==> config.mk <==
export PLATFORM = sky130hd
export DESIGN_NAME = simmem_wreq_generator
export DESIGN_NICKNAME = d
export VERILOG_FILES = /design/src/rtl/simmem_pkg.sv /design/src/rtl/simmem_wreq_generator.sv
export SDC_FILE = /design/constraint.sdc
export NUM_CORES = 1
export LEC_CHECK = 0
export BUFFER_PORTS_ARGS = -buffer_cell sky130_fd_sc_hd__buf_2
export CAP_MARGIN = 20
export CORE_MARGIN = 2
export CORE_UTILIZATION = 40
export DETAILED_ROUTE_END_ITERATION = 12
export PLACE_DENSITY = 0.7
export SETUP_SLACK_MARGIN = 0.4
export SYNTH_ARGS = -nofsm -noshare
export SYNTH_HDL_FRONTEND = slang
export SYNTH_SLANG_ARGS = --single-unit
==> constraint.sdc <==
create_clock -name clk_i -period 2.19 [get_ports clk_i]
set_input_delay 0.3285 -clock clk_i [delete_from_list [all_inputs] [get_ports clk_i]]
set_output_delay 0.3285 -clock clk_i [all_outputs]
set_load 0.01 [all_outputs]
==> src/rtl/simmem_pkg.sv <==
// Shared types and sizing for the simulated-memory write path.
// Also holds the state encoding of the write-request generator.
package simmem_pkg;

  localparam int unsigned IdWidth     = 4;
  localparam int unsigned AxAddrWidth = 16;
  localparam int unsigned AxLenWidth  = 4;
  localparam int unsigned AxSizeWidth = 3;
  localparam int unsigned AxBurstWidth = 2;

  // burst_length is a beat count, so the longest burst is all-ones in AxLenWidth bits.
  localparam int unsigned MaxWBurstLen      = (1 << AxLenWidth) - 1;
  localparam int unsigned MaxWBurstLenWidth = AxLenWidth;

  typedef struct packed {
    logic [IdWidth-1:0]      id;
    logic [AxAddrWidth-1:0]  addr;
    logic [AxLenWidth-1:0]   burst_length;
    logic [AxSizeWidth-1:0]  burst_size;
    logic [AxBurstWidth-1:0] burst_type;
  } waddr_t;

  typedef enum logic [2:0] {
    IDLE,
    LEAD,
    ADDR,
    DATA,
    DONE
  } wreq_gen_state_e;

endpackage

==> src/rtl/simmem_wreq_generator.sv <==
// Requester-side write burst source: one command in, one address request plus
// burst_length data beats out, with programmable data-vs-address ordering.
module simmem_wreq_generator
  import simmem_pkg::*;
#(
  parameter int unsigned CntWidth = 32
) (
  input  logic                         clk_i,
  input  logic                         rst_ni,
  input  logic                         cmd_valid_i,
  output logic                         cmd_ready_o,
  input  waddr_t                       cmd_waddr_i,
  input  logic [MaxWBurstLenWidth:0]   cmd_lead_beats_i,
  input  logic                         cmd_addr_first_i,
  output waddr_t                       waddr_o,
  output logic                         waddr_valid_o,
  input  logic                         waddr_ready_i,
  output logic                         wdata_valid_o,
  input  logic                         wdata_ready_i,
  output logic [MaxWBurstLenWidth-1:0] wdata_beat_o,
  output logic                         wdata_last_o,
  output logic                         done_o,
  output logic [CntWidth-1:0]          beats_sent_o,
  output logic [CntWidth-1:0]          bursts_sent_o
);

  wreq_gen_state_e              state_q, state_d;
  waddr_t                       waddr_q, waddr_d;
  logic [AxLenWidth-1:0]        beats_left_q, beats_left_d;
  logic [AxLenWidth-1:0]        lead_left_q, lead_left_d;
  logic [MaxWBurstLenWidth-1:0] beat_idx_q, beat_idx_d;
  logic                         addr_first_q, addr_first_d;
  logic [CntWidth-1:0]          beats_sent_q, beats_sent_d;
  logic [CntWidth-1:0]          bursts_sent_q, bursts_sent_d;

  logic [AxLenWidth-1:0] lead_sat;
  logic                  waddr_hs;
  logic                  wdata_hs;

  // Lead requests beyond the burst length simply mean "all data before the address".
  assign lead_sat = (cmd_lead_beats_i > {1'b0, cmd_waddr_i.burst_length})
                  ? cmd_waddr_i.burst_length
                  : cmd_lead_beats_i[AxLenWidth-1:0];

  // Valids come from registered state only, so they never follow ready combinationally.
  assign cmd_ready_o   = (state_q == IDLE);
  assign done_o        = (state_q == DONE);
  assign waddr_valid_o = (state_q == ADDR);
  assign wdata_valid_o = (state_q == LEAD) || (state_q == DATA) ||
                         ((state_q == ADDR) && (beats_left_q != '0) && !addr_first_q);

  assign waddr_hs = waddr_valid_o && waddr_ready_i;
  assign wdata_hs = wdata_valid_o && wdata_ready_i;

  assign waddr_o       = waddr_q;
  assign wdata_beat_o  = beat_idx_q;
  assign wdata_last_o  = wdata_valid_o && (beats_left_q == AxLenWidth'(1));
  assign beats_sent_o  = beats_sent_q;
  assign bursts_sent_o = bursts_sent_q;

  always_comb begin
    // NOTE: every variable gets a default before the case so no path infers a latch.
    state_d       = state_q;
    waddr_d       = waddr_q;
    beats_left_d  = beats_left_q;
    lead_left_d   = lead_left_q;
    beat_idx_d    = beat_idx_q;
    addr_first_d  = addr_first_q;
    beats_sent_d  = beats_sent_q;
    bursts_sent_d = bursts_sent_q;

    if (wdata_hs) begin
      beats_left_d = beats_left_q - AxLenWidth'(1);
      beat_idx_d   = beat_idx_q + MaxWBurstLenWidth'(1);
      beats_sent_d = beats_sent_q + CntWidth'(1);
    end

    unique case (state_q)
      IDLE: begin
        if (cmd_valid_i) begin
          waddr_d      = cmd_waddr_i;
          beats_left_d = cmd_waddr_i.burst_length;
          lead_left_d  = lead_sat;
          beat_idx_d   = '0;
          addr_first_d = cmd_addr_first_i;
          state_d      = (cmd_addr_first_i || (lead_sat == '0)) ? ADDR : LEAD;
        end
      end
      LEAD: begin
        if (wdata_hs) begin
          lead_left_d = lead_left_q - AxLenWidth'(1);
          if (lead_left_q == AxLenWidth'(1)) state_d = ADDR;
        end
      end
      ADDR: begin
        // beats_left_d already reflects a data beat accepted in this same cycle.
        if (waddr_hs) state_d = (beats_left_d == '0) ? DONE : DATA;
      end
      DATA: begin
        if (wdata_hs && (beats_left_q == AxLenWidth'(1))) state_d = DONE;
      end
      DONE: begin
        bursts_sent_d = bursts_sent_q + CntWidth'(1);
        state_d       = IDLE;
      end
      default: state_d = IDLE;
    endcase
  end

  // NOTE: state uses non-blocking assignments so every flop samples pre-edge values.
  // NOTE: all registers are small, so all of them take the async reset; nothing is left X.
  always_ff @(posedge clk_i or negedge rst_ni) begin
    if (!rst_ni) begin
      state_q       <= IDLE;
      waddr_q       <= '0;
      beats_left_q  <= '0;
      lead_left_q   <= '0;
      beat_idx_q    <= '0;
      addr_first_q  <= 1'b0;
      beats_sent_q  <= '0;
      bursts_sent_q <= '0;
    end else begin
      state_q       <= state_d;
      waddr_q       <= waddr_d;
      beats_left_q  <= beats_left_d;
      lead_left_q   <= lead_left_d;
      beat_idx_q    <= beat_idx_d;
      addr_first_q  <= addr_first_d;
      beats_sent_q  <= beats_sent_d;
      bursts_sent_q <= bursts_sent_d;
    end
  end

endmodule

# ---- Yosys cells after proc, flatten, opt, wreduce, memory -nomap -nowiden
# Cells that the tools add are included.
dict set report totals {
  elab_cells 65
  in_bits 40
  regBits 109
  output_inout_bits 102
}
dict set report op_classes {
  n_eq_ne 11
  add_sub_neg 5
  muxes 18
  reduce_logical 18
  n_lt_le_gt_ge 1
}
# op count
set ops {}
lappend ops {{$add 32x1->32 const B} 2}
lappend ops {{$mux 4} 9}
lappend ops {{$mux 3} 6}
lappend ops {{$pmux 3 s4} 1}
lappend ops {{$eq 4x1->1 const B} 2}
lappend ops {{$logic_not 4->1} 2}
lappend ops {{$pmux 4 s2} 1}
lappend ops {{$sub 4x1->4 const B} 2}
lappend ops {{$eq 3x2->1 const B} 2}
lappend ops {{$logic_and 1x1->1} 6}
lappend ops {{$ne 2x1->1 const B} 3}
lappend ops {{$gt 5x4->1} 1}
lappend ops {{$reduce_and 5->1} 1}
lappend ops {{$add 4x1->4 const B} 1}
lappend ops {{$ne 2x2->1 const B} 2}
lappend ops {{$reduce_bool 4->1} 1}
lappend ops {{$eq 3x1->1 const B} 1}
lappend ops {{$eq 3x3->1 const B} 1}
lappend ops {{$logic_not 3->1} 1}
lappend ops {{$logic_or 1x1->1} 3}
lappend ops {{$reduce_and 3->1} 1}
lappend ops {{$mux 2} 1}
lappend ops {{$reduce_and 2->1} 1}
lappend ops {{$reduce_bool 2->1} 1}
lappend ops {{$logic_not 1->1} 1}

# ---- Depth between registers and ports, before layout
# Gate-level depths: netlist of run 1.
dict set report logic_depth {
  depth_word 10
  ltp_mapped 8
  depth_no_buf 7
}

# ---- Worst setup path before layout of run 1
# OpenSTA, ideal clock, no wires.
dict set report synth_path {
  path_type {reg2reg}
  from {reg beats_left_q[0]}
  to {reg state_q[0]}
  arrival_ns 1.952
  n_path_buf 1
  setup_ns 0.081
  path_slack_ns 0.157
  required_ns 2.109
  stages_incl_launch_ff 9
  synth_period_minus_slack_ns 2.033
  cell_sequence {dfrtp_1 inv_1 ha_1 or4b_4 o211ai_2 buf_6 nor4_1 or4_1 o211ai_2}
}
dict set report synth_between {
  elab_chain_len 10
  word_cells_on_any_way 16
  classes_between {add/sub: 1; eq/ne: 3; mux: 4; reduce/logical: 8}
}
# item line_no
set synth_lines {}
lappend synth_lines {{start: declaration} simmem_wreq_generator.sv:29} ;# logic [AxLenWidth-1:0] beats_left_q, beats_left_d;
lappend synth_lines {{start signal: assignment} simmem_wreq_generator.sv:125} ;# beats_left_q <= beats_left_d;
lappend synth_lines {{parallel branches: the longest is 10 deep, another holds $sub 4x1->4} n/a}
lappend synth_lines {{end signal: assignment} simmem_wreq_generator.sv:123} ;# state_q <= state_d;
lappend synth_lines {{end: declaration} simmem_wreq_generator.sv:27} ;# wreq_gen_state_e state_q, state_d;
# Several ways; the timed one is not identified. The select of a mux whose other input is x is not followed.
# A chain may end at the register's enable or synchronous reset.

# ---- Final worst setup path of run 1
# Same ends and word-level chain as after synthesis.

==> results of run 1 <==
[cells by family (layout without fill, tap and decap cells)]
group / count (synthesis) / in the layout
buf+inv: 23 / 218
mux: 6 / 6
compound gates: 28 / 29
xor+xnor: 69 / 69
simple gates: 241 / 241
flops: 109 / 109
fa+ha+maj: 11 / 11
[state kept, by name (all words and copies together), names as in the netlist]
signal and count:
beats_sent_o 32, beats_left_q 4, lead_left_q 4, state_q 3
bursts_sent_o 32, addr_first_q 1, waddr_o 29, wdata_beat_o 4
[through the flow]
stage | power, uW | setup WS [ns] | cells | instance area, um2 | hold WS, ns
finish | 7910 | -0.0322 | 855 | 7370 | 0.160
global placement | 5190 | 0.0612 | 799 | 6140 | 0.291
detailed placement | 5290 | -0.0321 | 799 | 6140 | 0.299
floorplan | 4390 | 0.181 | 487 | 5180 | 0.0329
CTS | 7660 | 0.0162 | 841 | 6880 | 0.144
global route | 8430 | -0.0949 | 855 | 7370 | 0.166
[worst max-delay path by stage]
stage | startpoint | to | slack (ns) | cells after the start
detailed placement | beats_left_q[0]$_DFF_PN0_ | beats_sent_o[30]$_DFFE_PN0N_ | -0.03 | 7
finish | beats_left_q[0]$_DFF_PN0_ | state_q[0]$_DFFE_PN0P_ | -0.03 | 10
global route | beats_left_q[0]$_DFF_PN0_ | state_q[0]$_DFFE_PN0P_ | -0.09 | 7
floorplan | beats_left_q[0]$_DFF_PN0_ | state_q[0]$_DFFE_PN0P_ | 0.18 | 8
CTS | beats_left_q[1]$_DFF_PN0_ | wdata_last_o | 0.02 | 6
global placement | beats_left_q[0]$_DFF_PN0_ | beats_sent_o[22]$_DFFE_PN0N_ | 0.06 | 7
[power by group]
group | leakage (uW) | switching (uW) | internal, uW | total [uW]
Clock | 0.000156 | 749 | 1040 | 1790
Sequential | 0.00144 | 474 | 2490 | 2960
Combinational | 0.00220 | 1600 | 1560 | 3160
Total | 0.00380 | 2820 | 5090 | 7910
[layout by cell type (no fill, tap or decap), drive strengths merged, types with 5 or more instances in the layout]
master / Yosys / routed
ha: 11 / 11
o211ai: 4 / 5
nor4: 9 / 9
and4: 8 / 8
and3: 6 / 6
dfrtp: 109 / 109
o21ai: 8 / 8
nor2: 17 / 17
nand2: 126 / 126
xor2: 15 / 15
clkbuf: 8 / 10
buf: 5 / 191
nand4: 20 / 20
nand3: 22 / 22
mux2i: 5 / 5
inv: 10 / 12
nor2b: 6 / 6
nor3: 10 / 10
xnor2: 54 / 54
[metal layers]
layer,GRT usage [%],routed length [um]
met5,0,0
met2,28.2,6130
met3,5.20,824
met4,7.53,192
met1,23.2,5550
[worst max-delay path, cell delays in order (launching register included)]
cell      delay [ns]
dfrtp_1         0.40
inv_2           0.08
ha_4            0.12
or4b_4          0.47
buf_6           0.13
buf_6           0.12
o211ai_4        0.10
buf_6           0.15
nor4_4          0.04
or4_1           0.43
o211ai_2        0.08
[cell type report]
cell class	instances	area (um2)	area share (%)
repair buffers	192	1240	16.9
inverters	10	37.5	0.509
clock inverters	6	92.6	1.26
well taps	172	215	2.92
flip-flops and latches	109	2730	37.0
clock buffers	10	239	3.24
multi-input cells	356	2810	38.1
[repair_timing]
| action | 4_1_cts | 5_1_grt |
|---|---|---|
| endpoints found under the setup margin | 64 | 95 |
| cloned | 2 | 0 |
| pin swaps | 24 | 38 |
| buffers inserted | 23 | 14 |
| endpoints found under the hold margin | 30 | 0 |
| resized for setup | 45 | 79 |
| hold buffers | 1 | 0 |
==> run summary, run 1 <==
Adder-Cell Fraction of Synth Area: 2.69%
Mapped Nets: 538
Max IR drop VDD: 0.626 mV
Reg-to-reg startpoint: beats_left_q[0]$_DFF_PN0_
PortBufs: 141
Final hold vios: 0
Core area: 12500 um2
Vias in the first global route: 4011
Slew margin rel.: 65.7%
Yosys reg bits: 109
Crit share post-route: 101%
I/O pins: 142
Post-Synthesis Cells: 487
Leak pwr: 0.00380 uW
Diodes inserted: 0
Drt pass-1 iters: 4
Worst Path Class, Setup: flip-flop to flip-flop
Setup violators final: 2
Final WS setup: -0.0322 ns
Pwr dens: 1070 nW/um2
Tmin final: 2.22 ns
Clock Root Buffer: clkbuf_16
Setup Skew: 0.0105 ns
Post-route ant nets: 0
Hold path startpoint: cmd_waddr_i[18]
Data arrival time of the worst path: 2.48 ns
Routed wire length: 12.7 mm
Most frequent cell after synthesis: nand2_1
TNS Setup: -0.0429 ns
Compound-Gate Fraction of Synth Area: 4.04%
Async SR Flop Fraction: 100%
Num rows: 41
Synth Flop Type: dfrtp_1
Hold endpoint: waddr_o[18]$_DFFE_PN0P_
Synth area leaders: dfrtp_1 53%, nand2_1 9.3%, xnor2_1 9.3%
CTS tree: yes
Register area share after synthesis: 53.4%
Yosys warns: 0
Worst reg2reg path endpoint: state_q[0]$_DFFE_PN0P_
Largest net degree at the start of global routing: 61
Yosys top cell area share: 53.4%
Simple-gate share of the synthesized area: 24.7%
Failing checks: setup timing
Vias per std cell: 4.94
Iteration-0 DRC Markers: 164
XOR/XNOR Fraction of Synth Area: 11.8%
Startpoint types: flip-flop
Count of nets after finishing: 729
Die Ht: 117 um
Commonest cells in the netlist: 126 x nand2_1, 109 x dfrtp_1, 54 x xnor2_1, 22 x nand3_1, 19 x nand4_1
GRT Overall Usage: 17.9%
Detailed-route via count: 4222
DR WL/cell: 14.8 um
Worst-path clk slew: 0.07 ns
Reg2reg path depth: 10
Final Max Tran Viols: 0
Die ar.: 13700 um2
Post-DP HPWL: 8.33 mm
Share of layout cells above drive strength 1: 43.8%
Worst-margin pin slew: 0.513 ns
Post-synth EDFFs: 0
CTS Buffer Depth: 2
Placer Congestion: 0.851
Hold Path Class: primary input to flip-flop
Die width: 117 um
Htree depth: 3
Synth cell types: 49
RSZ-0062 raised after global routing: true
Status: finished with violations
Largest family of logic cells by synthesized area: simple AND/OR/NAND/NOR gates
R2r setup slk: -0.03 ns
Hold Path Depth: 3
Clk sink count: 109
# DRC: 0
Synth-to-Final Area Change: 44.3%
Mapped Area: 5110 um2
Grt ovf: 0
Setup crit end kind: flip-flop
Yosys top cell by area: dfrtp_1
Clock insertion delay at the later pin of the skew report: 0.35 ns
First-pass GRT wire length: 19.2 mm
FMAX: 450 MHz
CP Max Fanout: 4
Multiplexer share of the synthesized area: 1.20%
Fill cell count: 1076
Initial Util: 40.8%
Required @ worst endpoint: 2.45 ns
CTS buffer count: 9
Initial antenna violation count: 0
Max-Cap Viols: 0
Synthesized area per cell: 10.5 um2
Post-layout util: 58.9%
Power figures use the tool's default switching activity.
==> inputs of run 2 (changes only) <==
--- a/config.mk
+++ b/config.mk
@@ -10,7 +10,7 @@
 export CORE_MARGIN = 2
 export CORE_UTILIZATION = 40
 export DETAILED_ROUTE_END_ITERATION = 12
-export PLACE_DENSITY = 0.7
+export PLACE_DENSITY = 0.68
 export SETUP_SLACK_MARGIN = 0.4
 export SYNTH_ARGS = -nofsm -noshare
 export SYNTH_HDL_FRONTEND = slang
==> constraint.sdc (replaced) <==
create_clock -name clk_i -period 2.2 [get_ports clk_i]
set_input_delay 0.33 -clock clk_i [delete_from_list [all_inputs] [get_ports clk_i]]
set_output_delay 0.33 -clock clk_i [all_outputs]
set_load 0.01 [all_outputs]
==> run 2 against run 1 <==
Against the previous run:
- the flow now finishes without violations
- first-iteration DRC count up 32%
- sequential power down 2%
- largest power group unchanged
- critical path depth down 4
- die area unchanged
- critical path type is now flip-flop to primary output
==> run summary, run 2 (synthesized netlist as in run 1, its figures left out) <==
Status: finished, final reports clean
Data arrival time of the worst path: 1.83 ns
Largest net degree at the start of global routing: 55
CTS tree: yes
Grt ovf: 0
DR WL/cell: 15.3 um
First-pass GRT wire length: 19.7 mm
Placed cells: 801
Share of layout cells above drive strength 1: 44.7%
Crit-path cells: inv_2 > ha_4 > or4b_4 > o211a_1 > and2_4 > buf_6
Reg area: 2730 um2
Iteration-0 DRC Markers: 216
Net Sw Power: 2780 uW
Num rows: 41
Setup violators final: 0
Hold Path Class: primary input to flip-flop
Multi-input logic area: 2800 um2
Initial antenna violation count: 0
Worst Path Class, Setup: flip-flop to primary output
Final Max Tran Viols: 0
Non-filler instance count after layout: 866
Count of nets after finishing: 741
Post-DP HPWL: 8.74 mm
CTS buffer count: 9
Hold path startpoint: cmd_waddr_i[23]
Core area: 12500 um2
I/O pins: 142
CTS Buffer Depth: 2
Die ar.: 13700 um2
Worst-margin pin slew: 0.503 ns
Internal Power: 4990 uW
Post-layout util: 59.6%
FMAX: 463 MHz
Reg power frac: 37.4%
Most frequent cells in the layout: 138 x buf_2, 111 x nand2_1, 105 x dfrtp_1
Synth-to-Final Area Change: 46.2%
Initial Util: 40.8%
Crit share post-route: 98.2%
Hold Path Depth: 3
WP buf/inv: 2
PortBufs: 141
Clk network pwr share: 21.7%
Setup crit end kind: primary output
Vias in the first global route: 4048
Die Ht: 117 um
Placer Congestion: 0.865
Top Family by Delay on Critical Path: simple AND/OR/NAND/NOR gates
Leak pwr: 0.00399 uW
Final WS setup: 0.0400 ns
Max IR drop VDD: 0.751 mV
Worst reg2reg path endpoint: state_q[0]$_DFFE_PN0P_
Clock Root Buffer: clkbuf_16
Setup Skew: 0.00769 ns
M3 GR Usage: 4.99%
Drt pass-1 iters: 4
M1 GR Usage: 24.1%
Slowest-stage cell, CP: or4b_4
Reg-to-reg startpoint: beats_left_q[0]$_DFF_PN0_
RSZ-0062 raised after global routing: true
Most common cell after layout, fill and taps aside: buf_2
Slowest stage delay, CP: 0.46 ns
Vias per std cell: 4.98
Hold_ws: 0.165 ns
Htree depth: 3
Hold endpoint: waddr_o[23]$_DFFE_PN0P_
R2r setup slk: 0.10 ns
Worst-path clk slew: 0.07 ns
Slew margin rel.: 66.5%
Clock insertion delay at the later pin of the skew report: 0.35 ns
Die width: 117 um
Startpoint types: flip-flop
Post-route ant nets: 0
Routed wire length: 13.3 mm
Gr busiest metal: met2
GRT Overall Usage: 18.2%
Reg2reg path depth: 7
Met2 Usage GRT: 28.3%
Fill cell count: 1052
Pwr dens: 1040 nW/um2
Switch share: 35.8%
Clk sink count: 109
Max-Cap Viols: 0
Required @ worst endpoint: 1.87 ns
Diodes inserted: 0
CP Max Fanout: 2
Setup WS pre-CTS: -0.0323 ns
Tmin final: 2.16 ns
# DRC: 0
Detailed-route via count: 4315
Final hold vios: 0
Comb pwr share: 40.9%
[run 2: changes by cell type in the layout (fill, tap and decap cells not counted), moves of 3 or more]
| cell | before | now |
|---|---|---|
| nand2_2 | 13 | 6 |
| buf_6 | 24 | 28 |
| buf_4 | 25 | 33 |
| nand2_4 | 3 | 9 |
| nor2_1 | 10 | 13 |
[run 2: timing repair]
action / CTS / global route
hold buffers: 1 / 0
hold endpoints to repair: 35 / 0
pin swaps: 22 / 41
cloned: 0 / 2
setup endpoints to repair: 64 / 60
setup buffers: 29 / 18
resized for setup: 52 / 71
[run 2: worst max-delay path by stage]
stage / start / endpoint / cells after the start
finish: beats_left_q[1]$_DFF_PN0_ / wdata_last_o / 6
floorplan: beats_left_q[0]$_DFF_PN0_ / state_q[0]$_DFFE_PN0P_ / 8
global route: beats_left_q[0]$_DFF_PN0_ / wdata_last_o / 6
detailed placement: beats_left_q[0]$_DFF_PN0_ / beats_sent_o[23]$_DFFE_PN0N_ / 7
CTS: beats_left_q[1]$_DFF_PN0_ / wdata_last_o / 6
global placement: beats_left_q[0]$_DFF_PN0_ / beats_sent_o[23]$_DFFE_PN0N_ / 7
[run 2: layer usage]
layer,vias to the layer above,wire length (um)
met5,-,0
met4,0,243
met3,17,796
met2,128,6320
met1,2099,5910
li1,2071,-
[run 2: power groups by stage]
stage	combinational, uW	clock [uW]	sequential [uW]
CTS	2820	1730	2900
floorplan	1360	0	3000
detailed placement	2390	0	2910
finish	3180	1690	2910
global route	3470	1800	2980
global placement	2300	0	2900
[run 2: cell type report]
class                      count  share of cell area, %
clock buffer                  12                   3.57
clock inverter                 3                  0.587
inverter                      10                  0.503
multi-input combinational    355                   37.4
sequential                   109                   36.6
tap                          172                   2.88
timing repair buffer         205                   18.4
[run 2: through the flow]
| step | TNS, ns | cell area (um2) | power (uW) |
|---|---|---|---|
| 2_1_floorplan | 0 | 5170 | 4370 |
| 3_3_place_gp | 0 | 6150 | 5210 |
| 3_5_place_dp | -0.0323 | 6150 | 5300 |
| 4_1_cts | 0 | 6940 | 7460 |
| 5_1_grt | -0.00880 | 7460 | 8240 |
| 6_report | 0 | 7460 | 7770 |
[run 2: worst reg2reg max path, stage by stage, from the launching register on]
cell	delay, ns
dfrtp_1	0.36
buf_4	0.14
ha_1	0.15
nor3b_4	0.20
a311oi_2	0.12
or4_1	0.49
or4_4	0.50
o211ai_2	0.08
